[config.mk]
export PLATFORM = sky130hd
export DESIGN_NAME = uart_receiver
export DESIGN_NICKNAME = d
export VERILOG_FILES = /design/src/rtl/uart_pkg.sv /design/src/rtl/sync_2ff.sv /design/src/rtl/uart_receiver.sv
export SDC_FILE = /design/constraint.sdc
export NUM_CORES = 1
export LEC_CHECK = 0
export CORE_UTILIZATION = 34
export CTS_BUF_LIST = sky130_fd_sc_hd__clkbuf_8
export DETAILED_ROUTE_END_ITERATION = 16
export HOLD_SLACK_MARGIN = 0.06
export PLACE_DENSITY = 0.54
export SLEW_MARGIN = 25
export SYNTH_ARGS = -nofsm -noshare
export SYNTH_HDL_FRONTEND = slang
export SYNTH_SLANG_ARGS = --single-unit
[constraint.sdc]
create_clock -name clk_50m -period 2.2 [get_ports clk_50m]
set_input_delay 0.44 -clock clk_50m [delete_from_list [all_inputs] [get_ports clk_50m]]
set_output_delay 0.44 -clock clk_50m [all_outputs]
set_load 0.01 [all_outputs]
[src/rtl/uart_pkg.sv]
//------------------------------------------------------------------------------
// Module   : uart_pkg
// Brief    : Shared UART types and constants for the receiver and transmitter.
// Revision : 1.0 - initial release
//------------------------------------------------------------------------------
`default_nettype none

package uart_pkg;

    localparam int UART_DATA_BITS      = 8;
    localparam int UART_OVERSAMPLE_DEF = 16;

    // WAIT_IDLE needs a fifth code, so the receiver state is three bits wide.
    typedef enum logic [2:0] {
        IDLE      = 3'd0,
        START     = 3'd1,
        DATA      = 3'd2,
        STOP      = 3'd3,
        WAIT_IDLE = 3'd4
    } uart_rx_state_e;

    localparam logic [1:0] c_TX_IDLE  = 2'd0;
    localparam logic [1:0] c_TX_START = 2'd1;
    localparam logic [1:0] c_TX_DATA  = 2'd2;
    localparam logic [1:0] c_TX_STOP  = 2'd3;

endpackage

`default_nettype wire

[src/rtl/sync_2ff.sv]
//------------------------------------------------------------------------------
// Module   : sync_2ff
// Brief    : Two-flop synchronizer for an asynchronous single-bit input.
// Revision : 1.0 - initial release
//------------------------------------------------------------------------------
`default_nettype none

module sync_2ff #(
    parameter logic RESET_VAL = 1'b1
) (
    input  logic clk,
    input  logic rst_n,
    input  logic i_async,
    output logic o_sync
);

    logic r_meta;
    logic r_sync;

    always_ff @(posedge clk or negedge rst_n) begin
        if (!rst_n) begin
            r_meta <= RESET_VAL;
            r_sync <= RESET_VAL;
        end else begin
            r_meta <= i_async;
            r_sync <= r_meta;
        end
    end

    assign o_sync = r_sync;

endmodule

`default_nettype wire

[src/rtl/uart_receiver.sv]
//------------------------------------------------------------------------------
// Module   : uart_receiver
// Brief    : 8N1 UART receiver with oversampling enable and sticky status flags.
// Revision : 1.0 - initial release
//------------------------------------------------------------------------------
`default_nettype none

module uart_receiver
    import uart_pkg::*;
#(
    parameter int OVERSAMPLE = UART_OVERSAMPLE_DEF
) (
    input  logic                      clk_50m,
    input  logic                      rst_n,
    input  logic                      clken,
    input  logic                      Rx,
    input  logic                      rdy_clr,
    output logic [UART_DATA_BITS-1:0] data_out,
    output logic                      rdy,
    output logic                      frame_err,
    output logic                      overrun,
    output logic                      Rx_busy
);

    localparam int                  c_TICK_W    = $clog2(OVERSAMPLE);
    localparam logic [c_TICK_W-1:0] c_TICK_MID  = c_TICK_W'(OVERSAMPLE / 2 - 1);
    localparam logic [c_TICK_W-1:0] c_TICK_LAST = c_TICK_W'(OVERSAMPLE - 1);
    localparam logic [2:0]          c_BIT_LAST  = 3'(UART_DATA_BITS - 1);

    logic                      w_rx_s;

    uart_rx_state_e            r_state;
    uart_rx_state_e            w_state_nxt;
    logic [c_TICK_W-1:0]       r_tick;
    logic [c_TICK_W-1:0]       w_tick_nxt;
    logic [2:0]                r_bit_pos;
    logic [2:0]                w_bit_pos_nxt;
    logic [UART_DATA_BITS-1:0] r_shreg;
    logic [UART_DATA_BITS-1:0] w_shreg_nxt;
    logic                      w_stop_good;
    logic                      w_stop_bad;

    logic [UART_DATA_BITS-1:0] r_data;
    logic                      r_rdy;
    logic                      r_frame_err;
    logic                      r_overrun;

    sync_2ff #(
        .RESET_VAL (1'b1)
    ) u_rx_sync (
        .clk     (clk_50m),
        .rst_n   (rst_n),
        .i_async (Rx),
        .o_sync  (w_rx_s)
    );

    always_ff @(posedge clk_50m or negedge rst_n) begin
        if (!rst_n) begin
            r_state   <= IDLE;
            r_tick    <= '0;
            r_bit_pos <= '0;
            r_shreg   <= '0;
        end else begin
            r_state   <= w_state_nxt;
            r_tick    <= w_tick_nxt;
            r_bit_pos <= w_bit_pos_nxt;
            r_shreg   <= w_shreg_nxt;
        end
    end

    always_comb begin
        w_state_nxt   = r_state;
        w_tick_nxt    = r_tick;
        w_bit_pos_nxt = r_bit_pos;
        w_shreg_nxt   = r_shreg;
        w_stop_good   = 1'b0;
        w_stop_bad    = 1'b0;

        case (r_state)
            // Leaving IDLE ignores clken so the start edge is caught at full clock resolution.
            IDLE: begin
                if (!w_rx_s) begin
                    w_state_nxt = START;
                    w_tick_nxt  = '0;
                end
            end

            START: begin
                if (clken) begin
                    if (w_rx_s) begin
                        w_state_nxt = IDLE;
                    end else if (r_tick == c_TICK_MID) begin
                        w_state_nxt   = DATA;
                        w_tick_nxt    = '0;
                        w_bit_pos_nxt = '0;
                    end else begin
                        w_tick_nxt = r_tick + c_TICK_W'(1);
                    end
                end
            end

            DATA: begin
                if (clken) begin
                    w_tick_nxt = r_tick + c_TICK_W'(1);
                    if (r_tick == c_TICK_LAST) begin
                        w_shreg_nxt[r_bit_pos] = w_rx_s;
                        if (r_bit_pos == c_BIT_LAST) begin
                            w_state_nxt = STOP;
                        end else begin
                            w_bit_pos_nxt = r_bit_pos + 3'd1;
                        end
                    end
                end
            end

            STOP: begin
                if (clken) begin
                    w_tick_nxt = r_tick + c_TICK_W'(1);
                    if (r_tick == c_TICK_LAST) begin
                        if (w_rx_s) begin
                            w_stop_good = 1'b1;
                            w_state_nxt = IDLE;
                        end else begin
                            w_stop_bad  = 1'b1;
                            w_state_nxt = WAIT_IDLE;
                        end
                    end
                end
            end

            // A held-low line (break) must not be mistaken for a new start bit.
            WAIT_IDLE: begin
                if (clken && w_rx_s) begin
                    w_state_nxt = IDLE;
                end
            end

            default: begin
                w_state_nxt = IDLE;
            end
        endcase
    end

    // A completing good byte takes priority over a same-cycle rdy_clr.
    always_ff @(posedge clk_50m or negedge rst_n) begin
        if (!rst_n) begin
            r_data      <= '0;
            r_rdy       <= 1'b0;
            r_frame_err <= 1'b0;
            r_overrun   <= 1'b0;
        end else begin
            if (rdy_clr) begin
                r_rdy     <= 1'b0;
                r_overrun <= 1'b0;
            end
            if (w_stop_good) begin
                r_data      <= r_shreg;
                r_rdy       <= 1'b1;
                r_frame_err <= 1'b0;
                r_overrun   <= r_rdy;
            end else if (w_stop_bad) begin
                r_frame_err <= 1'b1;
            end
        end
    end

    assign data_out  = r_data;
    assign rdy       = r_rdy;
    assign frame_err = r_frame_err;
    assign overrun   = r_overrun;
    assign Rx_busy   = (r_state != IDLE);

endmodule

`default_nettype wire

==> flow_metrics.env, run 1 <==
export IMPL_status="finished clean"
export IMPL_cp_max_fo=9
export IMPL_p_leak_nw=0.8375
export IMPL_rsz0062_at_grt="false"
export IMPL_syn_nets=136
export IMPL_dpl_hpwl_mm=1.906
export IMPL_cts_resized=0
export IMPL_crit_start="r_state[0]$_DFFE_PN0P_"
export IMPL_timing_fmax_mhz=490.0
export IMPL_grt_start_max_net_pins=32
export IMPL_drv_slew=0
export IMPL_ff2ff_setup_slack_ns=0.31
export IMPL_netlist_area_sq_um=1498
export IMPL_place_gp_congestion=0.7914
export IMPL_worstMarginPinSlew_ns=0.4323
export IMPL_drive_gt1_share_pct=25.33
export IMPL_fin_nets=157
export IMPL_routed_wl_met2_mm=1.262
export IMPL_antenna_found_initial=0
export IMPL_finalCritPeriodShare_pct=92.76
export IMPL_finalSetupTns_ns=0
export IMPL_worstReg2RegStart="r_tick[0]$_DFFE_PN0P_"
export IMPL_drv_cap=0
export IMPL_timing_hold_ws_ns=0.3549
export IMPL_power_density_nw_per_um2=908.3
export IMPL_async_flop_share_pct=100.0
export IMPL_area_delta_synth_final_pct=19.97
export IMPL_synthFlopType="dfrtp_1"
export IMPL_cp_start_kind="flop"
export IMPL_max_slew_margin_pct=70.96
export IMPL_portBuffers=16
export IMPL_drt_wirelength_per_cell_um=13.59
export IMPL_met3_length_um=76
export IMPL_cts_buffers=5
export IMPL_drc=0
export IMPL_viasPerCell=5.075
export IMPL_n_antenna_cell=0
export IMPL_clock_latency_ns=0.27
export IMPL_cts_buffer_depth=2
export IMPL_top_layer="met4"
export IMPL_die_h_um=68.37
export IMPL_cp_depth=3
export IMPL_worstPathRequired_ns=1.76
export IMPL_post_place_ws_ns=0.05297
export IMPL_setup_violations=0
export IMPL_grt_pass1_vias=1016
export IMPL_vias=1015
export IMPL_hold_buffers=0
export IMPL_synth_seq_cells=31
export IMPL_clk_pin_slew_worst_paths_ns=0.06
export IMPL_hp_class="flop to flop"
export IMPL_grt_pass1_wl_mm=4.657
export IMPL_total_power_mw=1.632
export IMPL_die_x_um=68.37
export IMPL_grt_overflow=0
export IMPL_cts_root_buffer_cell="clkbuf_8"
export IMPL_placementRows=23
export IMPL_m1WireLength_mm=1.336
export IMPL_synth_avg_cell_area_sq_um=11.70
export IMPL_worst_setup_path_type="flop to output pin"
export IMPL_max_vdd_ir_drop_mv=0.3127
export IMPL_firstDrtPassIters=4
export IMPL_synth_edf_count=0
export IMPL_post_cts_setup_buffer_count=0
export IMPL_grt_use_total_pct=14.07
export IMPL_end_kind="output pin"
export IMPL_wl_mm=2.717
export IMPL_r2r_end="r_bit_pos[0]$_DFFE_PN0P_"
export IMPL_setup_ws_ns=0.1594
export IMPL_skew_ns=0.005873
export IMPL_ctsHtreeMaxLevel=2
export IMPL_crit_slowest_cell="dfrtp_1"
export IMPL_ant_nets=0
export IMPL_clock_sinks=31
export IMPL_slowest_delay_ns=0.49
export IMPL_endpoint="Rx_busy"
export IMPL_rr_worst_depth=5
export IMPL_hold_violations=0
export IMPL_synth_cell_types=39
export IMPL_top_level_ports=17
export IMPL_start_util_pct=36.39
export IMPL_drtIter0Drc=60
export IMPL_crit_arrival_ns=1.60
export IMPL_cts_tree="built"
export IMPL_crit_path_cell_trace="nor2_1 > nand2_1 > clkdlybuf4s50_1"
export IMPL_ys_seq_area_share_pct=51.96
export IMPL_core_area_sq_um=4115
export IMPL_die_area_sq_um=4674
export IMPL_syn_inst=128
export IMPL_cp_num_buf_inv=1
export IMPL_yosysWarnings=0
export IMPL_crit_family="flip-flops"
export IMPL_fin_crit_ns=2.041
[per-stage QoR]
stage	utilization (%)	cells	instance area, sq um
floorplan	-	128	1498
global placement	41.44	192	1705
detailed placement	41.44	192	1705
CTS	43.66	200	1797
global route	43.66	200	1797
finish	43.66	200	1797
[Yosys cell counts (2+ instances only)]
master	n	share of area [%]
dfstp_2	2	3.5
nand3_2	2	1.3
ha_1	3	2.5
nand4_1	2	0.84
nor2b_1	2	0.84
nor2_1	8	2.0
nand2_1	7	1.8
a31o_2	2	1.2
mux2i_1	4	2.7
dfrtp_1	29	48
nand3_1	6	2.0
buf_4	2	1.0
mux2_2	16	12
nand2b_1	2	0.84
and3_1	4	1.7
o21ai_0	3	1.0
nor3_1	4	1.3
inv_1	9	2.3
[flip-flops by register name, indices dropped and copies added (netlist names)]
signal / flops
data_out: 8
frame_err: 1
overrun: 1
r_bit_pos: 3
r_shreg: 8
r_state: 3
r_tick: 4
rdy: 1
u_rx_sync.o_sync: 1
u_rx_sync.r_meta: 1
[cells by family (layout without fill, tap and decap cells)]
kind of cell               Yosys count  count (layout)  share of synthesized area [%]
DFF                                 31              31                          51.96
AOI/OAI and AO/OA                   15              15                          7.436
adders and majority gates            3               3                          2.507
muxes                               21              21                          15.71
and+or+nand+nor                     45              45                          18.13
buffers and inverters               13              35                          4.260
[worst register-to-register path, stage by stage (launching register included)]
cell and delay (ns):
dfrtp_1 0.39, ha_1 0.28, nand3b_1 0.16, a22o_1 0.26, nor4b_4 0.35, mux2_4 0.33
[final cells by class]
cell class	count	area [sq um]
fillers	382	2318
flip-flops and latches	31	778.2
multi-input cells	84	655.6
repair buffers	18	175.2
clock buffers	6	82.58
well taps	50	62.56
inverters	9	33.78
clock inverters	2	8.758
[cell usage in the layout, fill, tap and decap left out, types with 2 or more instances in the layout]
cell,instances
nand4_1,2
dfstp_2,2
clkbuf_8,6
o21ai_0,3
clkdlybuf4s50_1,16
nand3_2,2
mux2_2,16
mux2i_1,4
nand2_1,7
buf_4,2
ha_1,3
nor2b_1,2
nand3_1,6
nand2b_1,2
nor2_1,8
and3_1,4
nor3_1,4
dfrtp_1,29
inv_1,10
a31o_2,2
[worst min path at each step]
stage                          startpoint                         end  slack, ns  cells after the start
2_1_floorplan                       rst_n     data_out[0]$_DFFE_PN0P_       0.14                      0
3_3_place_gp   u_rx_sync.r_meta$_DFF_PN1_  u_rx_sync.o_sync$_DFF_PN1_       0.35                      0
3_5_place_dp   u_rx_sync.r_meta$_DFF_PN1_  u_rx_sync.o_sync$_DFF_PN1_       0.35                      0
4_1_cts        u_rx_sync.r_meta$_DFF_PN1_  u_rx_sync.o_sync$_DFF_PN1_       0.36                      0
5_1_grt        u_rx_sync.r_meta$_DFF_PN1_  u_rx_sync.o_sync$_DFF_PN1_       0.36                      0
6_report       u_rx_sync.r_meta$_DFF_PN1_  u_rx_sync.o_sync$_DFF_PN1_       0.35                      0
[report_power, final]
group          leakage [nW]  switching [mW]  internal [mW]
clock network        0.0524           0.192          0.247
registers             0.413           0.119          0.650
logic                 0.372           0.217          0.206
[routing by layer]
layer / track usage (%) / up-vias
met5: 0 / -
met4: 7.031 / 0
met3: 4.000 / 4
met2: 21.69 / 11
met1: 17.91 / 504
li1: - / 496
Power figures use the tool's default switching activity.
==> inputs of run 2 (changes only) <==
--- a/config.mk
+++ b/config.mk
@@ -9,8 +9,7 @@
 export CTS_BUF_LIST = sky130_fd_sc_hd__clkbuf_8
 export DETAILED_ROUTE_END_ITERATION = 16
 export HOLD_SLACK_MARGIN = 0.06
-export PLACE_DENSITY = 0.54
-export SLEW_MARGIN = 25
+export SLEW_MARGIN = 20
 export SYNTH_ARGS = -nofsm -noshare
 export SYNTH_HDL_FRONTEND = slang
 export SYNTH_SLANG_ARGS = --single-unit
==> flow_metrics.env, run 2 (same netlist as run 1, synthesis figures left out) <==
export IMPL_clock_sinks=31
export IMPL_ant_nets=0
export IMPL_start_util_pct=36.39
export IMPL_timing_fmax_mhz=487.4
export IMPL_multi_input_area_sq_um=655.6
export IMPL_finalCritPeriodShare_pct=93.26
export IMPL_power_density_nw_per_um2=904.9
export IMPL_max_vdd_ir_drop_mv=0.3180
export IMPL_pwr_share_seq_pct=47.4
export IMPL_drv_cap=0
export IMPL_core_area_sq_um=4115
export IMPL_cts_buffers=5
export IMPL_skew_ns=0.004928
export IMPL_holdCritStartpoint="u_rx_sync.r_meta$_DFF_PN1_"
export IMPL_post_cts_setup_buffer_count=0
export IMPL_drc=0
export IMPL_rsz0062_at_grt="false"
export IMPL_cts_tree="built"
export IMPL_viasPerCell=5.175
export IMPL_finalSetupTns_ns=0
export IMPL_crit_arrival_ns=1.61
export IMPL_combPwrFrac_pct=25.9
export IMPL_grt_pass1_vias=949
export IMPL_place_gp_congestion=0.7899
export IMPL_vias=1035
export IMPL_placementRows=23
export IMPL_dpl_hpwl_mm=1.957
export IMPL_hold_violations=0
export IMPL_cts_buffer_depth=2
export IMPL_die_area_sq_um=4674
export IMPL_grt_use_total_pct=14.13
export IMPL_ctsHtreeMaxLevel=2
export IMPL_clock_latency_ns=0.28
export IMPL_die_x_um=68.37
export IMPL_ff2ff_setup_slack_ns=0.32
export IMPL_grt_pass1_wl_mm=4.636
export IMPL_worstReg2RegStart="r_tick[0]$_DFFE_PN0P_"
export IMPL_cts_resized=0
export IMPL_drtIter0Drc=74
export IMPL_ff_latch_area_sq_um=778.2
export IMPL_fin_crit_ns=2.052
export IMPL_post_place_ws_ns=0.1425
export IMPL_grt_start_max_net_pins=32
export IMPL_max_slew_margin_pct=67.41
export IMPL_drive_gt1_share_pct=25.33
export IMPL_drt_wirelength_per_cell_um=13.81
export IMPL_status="finished clean"
export IMPL_die_h_um=68.37
export IMPL_area_delta_synth_final_pct=19.55
export IMPL_fillerInstances=395
export IMPL_mostFrequentLayoutCells="dfrtp_1, mux2_2, clkdlybuf4s50_1"
export IMPL_clk_pin_slew_worst_paths_ns=0.06
export IMPL_p_switching_uw=549.8
export IMPL_p_clk_share_pct=26.6
export IMPL_setup_ws_ns=0.1482
export IMPL_cp_max_fo=9
export IMPL_firstDrtPassIters=4
export IMPL_cts_root_buffer_cell="clkbuf_8"
export IMPL_wl_mm=2.761
export IMPL_internal_power_mw=1.070
export IMPL_crit_start="r_state[0]$_DFFE_PN0P_"
export IMPL_final_common_cell="dfrtp_1"
export IMPL_setup_violations=0
export IMPL_end_kind="output pin"
export IMPL_fin_nets=157
export IMPL_portBuffers=16
export IMPL_cp_start_kind="flop"
export IMPL_p_leak_nw=0.8305
export IMPL_switching_share_pct=33.93
export IMPL_drv_slew=0
export IMPL_antenna_found_initial=0
export IMPL_worst_setup_path_type="flop to output pin"
export IMPL_top_level_ports=17
export IMPL_hp_class="flop to flop"
export IMPL_worstPathRequired_ns=1.76
export IMPL_worstMarginPinSlew_ns=0.4851
export IMPL_hold_buffers=0
export IMPL_grt_overflow=0
export IMPL_n_antenna_cell=0
run 2: cell count changes in the layout (fill, tap and decap cells not counted):
cell        previous run  this run
clkbuf_8               6         5
clkinvlp_4             0         1
run 2: area by class of cell:
cell class,instances,area share [%]
inverters,9,1.887
clock inverters,3,0.9085
clock buffers,5,3.843
multi-input cells,84,36.62
well taps,50,3.494
flip-flops and latches,31,43.47
repair buffers,18,9.783
run 2: power by group through the flow:
stage | Combinational, mW | Clock (mW) | Sequential (mW)
2_1_floorplan | 0.380 | 0 | 0.722
3_3_place_gp | 0.404 | 0 | 0.774
3_5_place_dp | 0.422 | 0 | 0.781
4_1_cts | 0.425 | 0.447 | 0.769
5_1_grt | 0.474 | 0.476 | 0.788
6_report | 0.420 | 0.432 | 0.769
run 2: worst max-delay path, cell delays in order, from the launching register on:
cell,delay (ns)
dfrtp_1,0.49
nor2_1,0.27
nand2_1,0.09
clkdlybuf4s50_1,0.48
run 2: worst paths after layout:
kind,to,depth (start not counted)
min,u_rx_sync.o_sync$_DFF_PN1_,0
min reg2reg,u_rx_sync.o_sync$_DFF_PN1_,0
max,Rx_busy,3
max reg2reg,r_bit_pos[0]$_DFFE_PN0P_,5
min in group asynchronous,r_state[2]$_DFFE_PN0P_,2
max in group asynchronous,u_rx_sync.o_sync$_DFF_PN1_,2
run 2: metal layers:
metal,vias up,part of all wire [%],global-route usage [%]
li1,494,-,-
met5,-,0,0
met1,518,50,19.23
met4,0,2.2,7.031
met2,16,45,19.24
met3,7,3.4,5.500
run 2: metrics by stage:
stage          total power, mW  cells  hold WS (ns)  util (%)  area [sq um]
3_3_place_gp             1.178    192        0.3458     41.44          1705
6_report                 1.620    200        0.3659     43.51          1790
4_1_cts                  1.641    200        0.3676     43.51          1790
3_5_place_dp             1.202    192        0.3574     41.44          1705
5_1_grt                  1.738    200        0.3751     43.51          1790
2_1_floorplan            1.103    128        0.1444         -          1498
